**config.mk**
```make
export PLATFORM = sky130hd
export DESIGN_NAME = iomem_fabric
export DESIGN_NICKNAME = d
export VERILOG_FILES = /design/src/rtl/iomem_pkg.sv /design/src/rtl/iomem_slot_decode.sv /design/src/rtl/iomem_fabric.sv
export SDC_FILE = /design/constraint.sdc
export NUM_CORES = 1
export LEC_CHECK = 0
export ABC_AREA = 1
export ABC_CLOCK_PERIOD_IN_PS = 9100
export CAP_MARGIN = 20
export CORE_ASPECT_RATIO = 1.1
export CORE_MARGIN = 5
export CORE_UTILIZATION = 28
export CTS_CLUSTER_DIAMETER = 60
export CTS_CLUSTER_SIZE = 28
export DETAILED_ROUTE_END_ITERATION = 8
export GPL_TIMING_DRIVEN = 0
export PLACE_DENSITY = 0.58
export SKIP_CTS_REPAIR_TIMING = 1
export SLEW_MARGIN = 20
export SYNTH_ARGS = -nofsm -noshare
export SYNTH_HDL_FRONTEND = slang
export SYNTH_SLANG_ARGS = --single-unit
```
**constraint.sdc**
```tcl
create_clock -name clk -period 9.1 [get_ports clk]
set_input_delay 1.365 -clock clk [delete_from_list [all_inputs] [get_ports clk]]
set_output_delay 1.365 -clock clk [all_outputs]
set_load 0.05 [all_outputs]
```
**src/rtl/iomem_pkg.sv**
```systemverilog
// Shared types and constants for the iomem interconnect fabric and its
// stand-alone slot decoder.
package iomem_pkg;

    typedef enum logic [1:0] {
        IDLE   = 2'd0,
        ACCESS = 2'd1,
        RESP   = 2'd2,
        ERR    = 2'd3
    } state_t;

    localparam logic [31:0] ERR_DATA_DEFAULT = 32'hDEAD_BEEF;

    localparam int TMO_W = 16;

    // A single-slot fabric still needs a 1-bit index to keep ports legal.
    function automatic int slot_width(input int n);
        return (n > 1) ? $clog2(n) : 1;
    endfunction

endpackage

```
**src/rtl/iomem_slot_decode.sv**
```systemverilog
// Combinational address-to-slot decoder; also used by boards that decode
// peripheral selects outside the fabric.
module iomem_slot_decode
    import iomem_pkg::*;
#(
    parameter int          NSLAVES    = 4,
    parameter logic [31:0] BASE_ADDR  = 32'h0300_0000,
    parameter int          SLOT_SHIFT = 16,
    localparam int         SLOT_W     = slot_width(NSLAVES)
) (
    input  logic [31:0]       addr,
    output logic [SLOT_W-1:0] slot,
    output logic              in_range
);

    logic [31:0] offset;
    logic [31:0] slot_full;

    // Unsigned wrap below BASE_ADDR yields a huge slot, but the explicit
    // lower-bound compare keeps the intent readable.
    assign offset    = addr - BASE_ADDR;
    assign slot_full = offset >> SLOT_SHIFT;
    assign in_range  = (addr >= BASE_ADDR) && (slot_full < 32'(NSLAVES));
    assign slot      = SLOT_W'(slot_full);

endmodule

```
**src/rtl/iomem_fabric.sv**
```systemverilog
// Registered iomem interconnect: decodes the master request to one of
// NSLAVES slots, times out silent slaves and completes unmapped accesses.
module iomem_fabric
    import iomem_pkg::*;
#(
    parameter int          NSLAVES    = 4,
    parameter logic [31:0] BASE_ADDR  = 32'h0300_0000,
    parameter int          SLOT_SHIFT = 16,
    parameter int          TIMEOUT    = 255,
    parameter logic [31:0] ERR_DATA   = ERR_DATA_DEFAULT
) (
    input  logic                    clk,
    input  logic                    rst,
    input  logic                    iomem_valid,
    output logic                    iomem_ready,
    input  logic [31:0]             iomem_addr,
    input  logic [31:0]             iomem_wdata,
    input  logic [3:0]              iomem_wstrb,
    output logic [31:0]             iomem_rdata,
    output logic                    iomem_err,
    output logic [NSLAVES-1:0]      s_valid,
    input  logic [NSLAVES-1:0]      s_ready,
    input  logic [32*NSLAVES-1:0]   s_rdata,
    output logic [31:0]             s_addr,
    output logic [31:0]             s_wdata,
    output logic [3:0]              s_wstrb,
    output logic [7:0]              err_count
);

    localparam int               SLOT_W    = slot_width(NSLAVES);
    localparam logic [TMO_W-1:0] TMO_LIMIT = TMO_W'(TIMEOUT);

    state_t            state;
    logic [SLOT_W-1:0] sel;
    logic [SLOT_W-1:0] dec_slot;
    logic              dec_in_range;
    logic [TMO_W-1:0]  tmo_cnt;

    iomem_slot_decode #(
        .NSLAVES    (NSLAVES),
        .BASE_ADDR  (BASE_ADDR),
        .SLOT_SHIFT (SLOT_SHIFT)
    ) u_decode (
        .addr     (iomem_addr),
        .slot     (dec_slot),
        .in_range (dec_in_range)
    );

    // NOTE: every register here is state, so all assignments are
    // non-blocking; blocking ones would let later lines see updated values.
    always_ff @(posedge clk or posedge rst) begin
        if (rst) begin
            state       <= IDLE;
            sel         <= '0;
            tmo_cnt     <= '0;
            iomem_ready <= 1'b0;
            iomem_err   <= 1'b0;
            iomem_rdata <= '0;
            s_valid     <= '0;
            s_addr      <= '0;
            s_wdata     <= '0;
            s_wstrb     <= '0;
            err_count   <= '0;
        end else begin
            unique case (state)
                IDLE: begin
                    tmo_cnt <= '0;
                    if (iomem_valid) begin
                        s_addr  <= iomem_addr;
                        s_wdata <= iomem_wdata;
                        s_wstrb <= iomem_wstrb;
                        sel     <= dec_slot;
                        if (dec_in_range) begin
                            s_valid <= NSLAVES'(1) << dec_slot;
                            state   <= ACCESS;
                        end else begin
                            state   <= ERR;
                        end
                    end
                end

                ACCESS: begin
                    // Abort beats completion; a ready that coincides with
                    // the timeout is still a normal completion.
                    if (!iomem_valid) begin
                        s_valid <= '0;
                        tmo_cnt <= '0;
                        state   <= IDLE;
                    end else if (s_ready[sel]) begin
                        iomem_rdata <= s_rdata[32*sel +: 32];
                        iomem_err   <= 1'b0;
                        iomem_ready <= 1'b1;
                        s_valid     <= '0;
                        state       <= RESP;
                    end else if (tmo_cnt == TMO_LIMIT) begin
                        iomem_rdata <= ERR_DATA;
                        iomem_err   <= 1'b1;
                        iomem_ready <= 1'b1;
                        s_valid     <= '0;
                        state       <= RESP;
                    end else begin
                        tmo_cnt <= tmo_cnt + 1'b1;
                    end
                end

                ERR: begin
                    iomem_rdata <= ERR_DATA;
                    iomem_err   <= 1'b1;
                    iomem_ready <= 1'b1;
                    state       <= RESP;
                end

                RESP: begin
                    iomem_ready <= 1'b0;
                    iomem_err   <= 1'b0;
                    tmo_cnt     <= '0;
                    if (iomem_err && (err_count != 8'hFF))
                        err_count <= err_count + 1'b1;
                    state <= IDLE;
                end

                default: state <= IDLE;
            endcase
        end
    end

endmodule

```
== Word level (Yosys, flattened, before mapping) ==
Cells that the tools add are included.

* Bits in registers: 134
* Bits of input ports: 203
* Output and inout bits: 114

* Add/sub/neg operators: 3
* Order comparisons: 3
* Eq/ne operators: 12
* Shifts and indexed selects: 2
* Mux-type cells: 29
* Reductions and logical operators: 15

{| class="wikitable"
|+ Operators by type and width
! kind !! count
|-
| $shiftx A128 B8 Y32 || 1
|-
| $mux W32 || 3
|-
| $pmux W32 S2 || 1
|-
| $mux W16 || 3
|-
| $ge A32 B26 Y1 const B || 1
|-
| $pmux W16 S2 || 1
|-
| $sub A32 B26 Y32 const B || 1
|-
| $mux W4 || 5
|-
| $add A16 B1 Y16 const B || 1
|-
| $eq A16 B8 Y1 const B || 1
|-
| $lt A16 B3 Y1 const B || 1
|-
| $mux W2 || 5
|-
| $ne A3 B3 Y1 const B || 3
|-
| $reduce_and A3 Y1 || 3
|-
| $add A8 B1 Y8 const B || 1
|-
| $ne A8 B8 Y1 const B || 1
|-
| $pmux W2 S4 || 1
|-
| $pmux W4 S2 || 1
|-
| $mux W1 || 6
|-
| $ne A2 B2 Y1 const B || 3
|-
| $pmux W1 S3 || 2
|-
| $reduce_and A2 Y1 || 3
|-
| $reduce_bool A2 Y1 || 3
|-
| $eq A2 B2 Y1 const B || 2
|-
| other kinds (10) || 11
|}

== Depth between registers and ports, before layout ==
Gate-level depths: netlist of the first run.

* Word-level depth: 6
* Gate-level depth with buffers: 12

== Cells and area by module ==
Synthesis of the first run repeated with hierarchy kept, for this count alone.

* Cell total of the unflattened synthesis: 776
* Area, all modules: 6,880.3 um^2

{| class="wikitable"
|+ Modules (own cells, without submodules)
! module !! times used !! cells each !! area each (um^2)
|-
| iomem_fabric || 1 || 754 || 6,784.0
|-
| iomem_slot_decode || 1 || 22 || 96.3
|}

== Worst setup path after synthesis of the first run ==
OpenSTA, ideal clock, no wires.

* Path type: input -> register
* Start point: in iomem_valid
* End point: reg tmo_cnt[13]
* Library setup time: 0.117 ns
* Arrival: 2.230 ns
* Data required time: 8.983 ns
* Setup slack: 6.753 ns
* Cell stages on the path: 9
* Cells stage by stage: buf_2 > nand2_1 > inv_1 > nor2_1 > inv_1 > nand2_2 > buf_2 > nand3_1 > nand2_1

* Longest elaborated chain between the ends: 2
* Elaborated cells on any way between the ends: 5
* Those cells by class: eq/ne (2); mux (2); reduce/logical (1)

{| class="wikitable"
|+ RTL lines
! what !! RTL line !! source
|-
| from (decl) || iomem_fabric.sv:14 || <nowiki>input logic iomem_valid,</nowiki>
|-
| $ne A3 B3 Y1 (no line) / $mux W16 (equally long branches) || n/a ||
|-
| $reduce_and A3 Y1 (no line) / $pmux W16 S2 (equally long branches) || n/a ||
|-
| to (signal assigned) || iomem_fabric.sv:102 || <nowiki>tmo_cnt <= tmo_cnt + 1'b1;</nowiki>
|-
| to (decl) || iomem_fabric.sv:37 || <nowiki>logic [TMO_W-1:0] tmo_cnt;</nowiki>
|}

Several ways; a longest one is shown, not always the timed one.
A chain may end at the register's enable or synchronous reset.

== Worst setup path after layout of the first run ==
* Start point: reg s_addr[16]
* End point: out s_addr[16]

{| class="wikitable"
|+ RTL lines
! what !! RTL line !! source
|-
| from (decl) || iomem_fabric.sv:24 || <nowiki>output logic [31:0] s_addr,</nowiki>
|-
| from (signal assigned) || iomem_fabric.sv:69 || <nowiki>s_addr <= iomem_addr;</nowiki>
|}

No word-level cell between the ends.

==> results of run 1 <==
[where the power goes]
| part | switching, W | internal, W | leakage, nW |
|---|---|---|---|
| Sequential | 0.000137 | 0.000832 | 1.63 |
| Clock | 0.000301 | 0.000418 | 0.295 |
| Combinational | 0.00159 | 0.000851 | 2.81 |
[placed cells by master, fill, tap and decap left out, types with 20 or more instances in the layout]
master           instances
clkdlybuf4s50_1        315
nand2_1                227
dfrtp_1                132
mux2_2                  64
nor2_1                  62
o21ai_0                 39
o211ai_1                38
inv_1                   32
buf_2                   25
nand3_1                 20
[per-layer routing]
layer,global-route usage (%),wire length [um],part of all wire [%]
met1,20.8,10200,40
met2,31.2,12800,51
met3,5.07,1670,6.6
met4,5.76,599,2.4
met5,0,0,0
[area by class of cell]
type	instances	share of cell area [%]
buffer	41	2.02
clock buffer	17	3.86
clock inverter	15	1.69
inverter	38	1.36
multi-input combinational	566	28.8
sequential	132	29.9
tap	310	3.52
timing repair buffer	316	28.8
[sequential cells by signal, indices dropped and copies added (netlist names)]
name and flops:
iomem_rdata 32, s_addr 32, s_wdata 32, tmo_cnt 16, err_count 8, s_valid 4
s_wstrb 4, state 2, iomem_err 1, iomem_ready 1
[through the flow]
stage	std cells	power [W]	setup WS (ns)	util [%]
floorplan	777	0.00255	4.21	-
global placement	1402	0.00343	1.89	42.8
detailed placement	1403	0.00344	5.92	43.0
CTS	1435	0.00418	5.89	45.5
global route	1435	0.00437	5.87	45.5
finish	1435	0.00413	5.92	45.5
[kinds of logic (layout without fill, tap and decap cells)]
| logic type | count (synthesis) | count (layout) |
|---|---|---|
| AND/OR/NAND/NOR | 371 | 371 |
| flip-flops | 132 | 132 |
| AO/OA/AOI/OAI | 119 | 119 |
| buffers and inverters | 79 | 427 |
| multiplexers | 64 | 64 |
| XOR/XNOR | 10 | 10 |
| adder cells (fa/ha/maj) | 2 | 2 |
[worst max-delay path by stage]
stage	endpoint	slack, ns	cells after the start
6_report	s_addr[16]	5.92	1
5_1_grt	s_addr[16]	5.87	1
4_1_cts	s_addr[16]	5.89	1
3_5_place_dp	iomem_rdata[26]	5.92	9
3_3_place_gp	iomem_rdata[23]	1.89	2
2_1_floorplan	err_count[0]	4.21	1
==> impl_metrics.py, run 1 <==
metrics = {
    "global_route": {
        "grt_overflow": 0,
        "grt_max_degree": 73,
        "grt_pass1_wl_um": 39200,
        "grt_pass1_vias": 6967,
        "grtUsageTotal_pct": 17.7,
        "antenna_found_initial": 0,
    },
    "drt": {
        "drtIter0Drc": 355,
        "dr_total_vias": 6634,
        "dr.pass1.iters": 5,
        "wl_um": 25200,
        "ant_nets": 0,
        "drc": 0,
        "wl_per_cell_um": 17.6,
        "routed_via_density": 4.62,
    },
    "synthesis": {
        "ys_ff_latch": 132,
        "post-synth-top-area-cell": "dfrtp_1",
        "postSynthCellCount": 777,
        "synth.mux.area_fraction_pct": 10.5,
        "yosys.cell_count.top_type": "nand2_1",
        "synth_top_family_by_area": "simple AND/OR/NAND/NOR gates",
        "synth_compound_area_share_pct": 10.8,
        "synth_simple_gate_area_share_pct": 23.4,
        "synth_edf_count": 0,
        "synth_fa_ha_area_share_pct": 0.365,
        "synth_xor_area_share_pct": 1.28,
        "synth_area_leaders": "dfrtp_1 (48%), nand2_1 (12%), mux2_2 (11%), o211ai_1 (4.2%), nor2_1 (3.4%)",
        "syn_avg_cell_area_um2": 8.81,
        "async_flop_share_pct": 100,
        "synthesis.nets": 982,
        "synth_flop_cell": "dfrtp_1",
        "synthTopCellsByCount": "nand2_1 (227), dfrtp_1 (132), mux2_2 (64), nor2_1 (62), o21ai_0 (39)",
        "synth_warnings": 0,
        "yosysSeqAreaShare_pct": 48.2,
        "yosysTopAreaCellShare_pct": 48.2,
        "synth_area_um2": 6850,
        "yosys.cell_types.count": 36,
    },
    "critical_path": {
        "start_kind": "register",
        "r2r_slack_ns": 7.11,
        "slowest_delay_ns": 0.89,
        "reg2reg_to": "iomem_rdata[29]",
        "critPathLaunch": "s_addr[16]",
        "critPathSlowestCell": "clkdlybuf4s50_1",
        "crit_fanout": 6,
        "crit_chain": "clkdlybuf4s50_1",
        "crit_family": "buffers and inverters",
        "cp.buffers_inverters": 1,
        "worstPathArrival_ns": 1.81,
        "required_ns": 7.74,
        "r2r_cells": 11,
        "r2r_start": "tmo_cnt[0]",
        "critPathKind": "register to primary output",
        "crit_path_end_kind": "primary output",
    },
    "floorplanning": {
        "die_y_um": 174,
        "dieArea_um2": 27700,
        "chipWidth_um": 159,
        "num_rows": 60,
        "core_area_um2": 24200,
        "io-pin-count": 317,
        "start_util_pct": 28.2,
    },
    "cells_and_area": {
        "fin_area_um2": 11000,
        "seqCellArea_um2": 3300,
        "syn_to_final_growth_pct": 61.2,
        "fill_cells": 2349,
        "final_layout_size_suffix_gt1_share_pct": 15.5,
        "nets": 1317,
        "num_antenna_cells": 0,
        "multiInputGateArea_um2": 3180,
    },
    "hold_path": {
        "hold_depth": 2,
        "holdCritStartpoint": "s_valid[2]",
        "min_path_type": "register to register",
        "worstHoldEndpoint": "s_valid[2]",
    },
    "outcome": {
        "outcome": "finished clean",
    },
    "power_and_ir_drop": {
        "ir_drop_mv": 0.197,
        "p_leak_nw": 4.74,
        "power_density_nw_per_um2": 375,
    },
    "sta": {
        "slew_violations": 0,
        "worst_pin_slew_ns": 0.629,
        "whs_ns": 0.473,
        "min_period_ns": 3.18,
        "fin_worst_skew_ns": 0.00843,
        "relSlewSlack_pct": 58.0,
        "max_freq_mhz": 315,
        "period_share_pct": 34.9,
        "finalHoldViolCount": 0,
        "tns_ns": 0,
        "rsz0062_at_grt": "no",
        "setup-violations-final": 0,
    },
    "clocking": {
        "clock_sinks": 132,
        "clock_path_buffers": 2,
        "cts_made_buffers": 17,
        "path_clk_slew_ns": 0.06,
        "clock_latency_ns": 0.42,
        "htree_levels": 4,
        "cts_root_buf": "clkbuf_16",
        "cts_tree": "built",
    },
    "placement": {
        "port_buffers": 315,
        "gp_congestion": 0.890,
        "place_area_um2": 10400,
        "dp_hpwl_um": 20000,
    },
    "job": {
        "drv_cap": 0,
    },
}
Power figures use the tool's default switching activity.
==> inputs of run 2 (changes only) <==
--- a/config.mk
+++ b/config.mk
@@ -6,7 +6,7 @@
 export NUM_CORES = 1
 export LEC_CHECK = 0
 export ABC_AREA = 1
-export ABC_CLOCK_PERIOD_IN_PS = 9100
+export ABC_CLOCK_PERIOD_IN_PS = 3280
 export CAP_MARGIN = 20
 export CORE_ASPECT_RATIO = 1.1
 export CORE_MARGIN = 5
==> constraint.sdc (replaced) <==
create_clock -name clk -period 3.28 [get_ports clk]
set_input_delay 0.492 -clock clk [delete_from_list [all_inputs] [get_ports clk]]
set_output_delay 0.492 -clock clk [all_outputs]
set_load 0.05 [all_outputs]
==> run 2 against run 1 <==
Critical path depth is the same; hold slack lost 0.013 ns; critical path type unchanged; register-to-register slack lost 5.8 ns; design area grew 0.76%; clock power grew to 2.7 times the previous value; global-route usage grew 0.21 points; non-clock buffer count grew 4; final cell count grew 0.35%; clock-buffer cell count is the same; first-iteration DRC count shrank 8.7%.
==> impl_metrics.py, run 2 (synthesized netlist as in run 1, its figures left out) <==
metrics = {
    "outcome": {
        "outcome": "finished clean",
    },
    "critical_path": {
        "critPathLaunch": "err_count[4]",
        "cp.depth": 1,
        "crit_chain": "clkdlybuf4s50_1",
        "r2r_start": "tmo_cnt[0]",
        "crit_family": "buffers and inverters",
        "r2r_slack_ns": 1.28,
        "crit_fanout": 7,
        "worstPathArrival_ns": 1.78,
        "critPathSlowestCell": "clkdlybuf4s50_1",
        "endpoint": "err_count[4]",
        "cp.buffers_inverters": 1,
        "required_ns": 2.79,
        "critPathKind": "register to primary output",
        "reg2reg_to": "tmo_cnt[7]",
        "crit_path_end_kind": "primary output",
        "slowest_delay_ns": 0.86,
        "start_kind": "register",
        "r2r_cells": 11,
    },
    "global_route": {
        "met2_usage_pct": 31.1,
        "grt_pass1_wl_um": 39200,
        "grtUsageTotal_pct": 18.0,
        "grt_max_degree": 30,
        "gr-usage-met1_pct": 20.9,
        "grt_use_met3_pct": 5.50,
        "antenna_found_initial": 2,
        "grt_pass1_vias": 6892,
        "busiest_layer": "met2",
        "grt_overflow": 0,
    },
    "power_and_ir_drop": {
        "pwr-share-clk_pct": 17.0,
        "pwr-share-comb_pct": 59.5,
        "switching_power_w": 0.00570,
        "p_leak_nw": 4.77,
        "power_density_nw_per_um2": 1030,
        "switching_share_pct": 49.9,
        "power.total_w": 0.0114,
        "ir_drop_mv": 0.630,
        "p_seq_share_pct": 23.5,
        "p_int_w": 0.00572,
    },
    "sta": {
        "max_freq_mhz": 441,
        "min_period_ns": 2.27,
        "finalHoldViolCount": 0,
        "slew_violations": 0,
        "relSlewSlack_pct": 57.6,
        "worst_pin_slew_ns": 0.634,
        "whs_ns": 0.460,
        "period_share_pct": 69.2,
        "setup-violations-final": 0,
        "fin_worst_skew_ns": 0.0151,
        "rsz0062_at_grt": "no",
    },
    "cells_and_area": {
        "layout_commonest_cell": "clkdlybuf4s50_1",
        "final_layout_size_suffix_gt1_share_pct": 15.8,
        "syn_to_final_growth_pct": 62.4,
        "fin_area_um2": 11100,
        "layout_common_cells": "clkdlybuf4s50_1 (315), nand2_1 (227), dfrtp_1 (132)",
        "reg_top3": "iomem_rdata: 32 flops, s_addr: 32 flops, s_wdata: 32 flops",
        "nets": 1321,
    },
    "clocking": {
        "cts_tree": "built",
        "cts_root_buf": "clkbuf_16",
        "clock_sinks": 132,
        "cts_made_buffers": 17,
        "htree_levels": 4,
        "clock_path_buffers": 2,
        "clock_latency_ns": 0.43,
        "path_clk_slew_ns": 0.07,
    },
    "floorplanning": {
        "start_util_pct": 28.2,
        "io-pin-count": 317,
        "dieArea_um2": 27700,
        "die_y_um": 174,
        "core_area_um2": 24200,
        "num_rows": 60,
        "chipWidth_um": 159,
    },
    "drt": {
        "ant_nets": 0,
        "wl_um": 25600,
        "wl_per_cell_um": 17.8,
        "routed_via_density": 4.67,
        "drc": 0,
        "drtIter0Drc": 324,
        "dr.pass1.iters": 4,
        "dr_total_vias": 6726,
    },
    "hold_path": {
        "min_path_type": "input port to register",
    },
    "placement": {
        "place_area_um2": 10500,
        "dp_hpwl_um": 20300,
        "gp_congestion": 0.885,
        "port_buffers": 315,
    },
    "job": {
        "drv_cap": 0,
    },
}
-- run 2: changes by cell type in the layout (fill, tap and decap cells not counted) --
| cell | change |
|---|---|
| clkinv_4 | +2 |
| inv_6 | -5 |
| buf_12 | +3 |
| diode_2 | +1 |
| inv_8 | +2 |
| clkinv_8 | +4 |
| buf_16 | +1 |
| clkinvlp_4 | -1 |
| bufinv_16 | -2 |
-- run 2: power groups by stage --
stage	Sequential (W)	Combinational (W)	Clock (W)
after floorplan	0.00497	0.00212	0
after global placement	0.00268	0.00683	0
after detailed placement	0.00270	0.00685	0
after CTS	0.00269	0.00687	0.00199
after global routing	0.00277	0.00722	0.00206
final	0.00268	0.00680	0.00194
-- run 2: layer usage --
layer / vias up / routed length, um
met5: - / 13
met2: 190 / 12900
li1: 3282 / -
met3: 47 / 1640
met1: 3205 / 10200
met4: 2 / 824
-- run 2: final cells by class --
| cell class | count | area (um2) |
|---|---|---|
| Antenna cell | 1 | 2.50 |
| Buffer | 41 | 223 |
| Clock buffer | 17 | 425 |
| Clock inverter | 15 | 184 |
| Fill cell | 2419 | 13100 |
| Inverter | 38 | 146 |
| Multi-Input combinational cell | 566 | 3180 |
| Sequential cell | 132 | 3300 |
| Tap cell | 310 | 388 |
| Timing Repair Buffer | 320 | 3270 |
-- run 2: through the flow --
| stage | util [%] | TNS, ns | instances | worst slack [ns] |
|---|---|---|---|---|
| global route | 45.9 | 0 | 1440 | 0.955 |
| finish | 45.9 | 0 | 1440 | 1.01 |
| detailed placement | 43.3 | 0 | 1407 | 0.974 |
| CTS | 45.8 | 0 | 1439 | 0.973 |
| global placement | 42.9 | -36.63 | 1402 | -0.293 |
| floorplan | - | 0 | 777 | 1.15 |
-- run 2: how the worst min path moves through the flow --
stage	slack, ns	cells past startpoint	start	endpoint
final	0.46	3	iomem_valid	tmo_cnt[9]
after CTS	0.45	3	iomem_valid	tmo_cnt[9]
after global placement	0.46	2	s_valid[2]	s_valid[2]
after detailed placement	0.46	2	s_valid[2]	s_valid[2]
after floorplan	0.49	2	tmo_cnt[15]	tmo_cnt[15]
after global routing	0.47	3	iomem_valid	tmo_cnt[8]
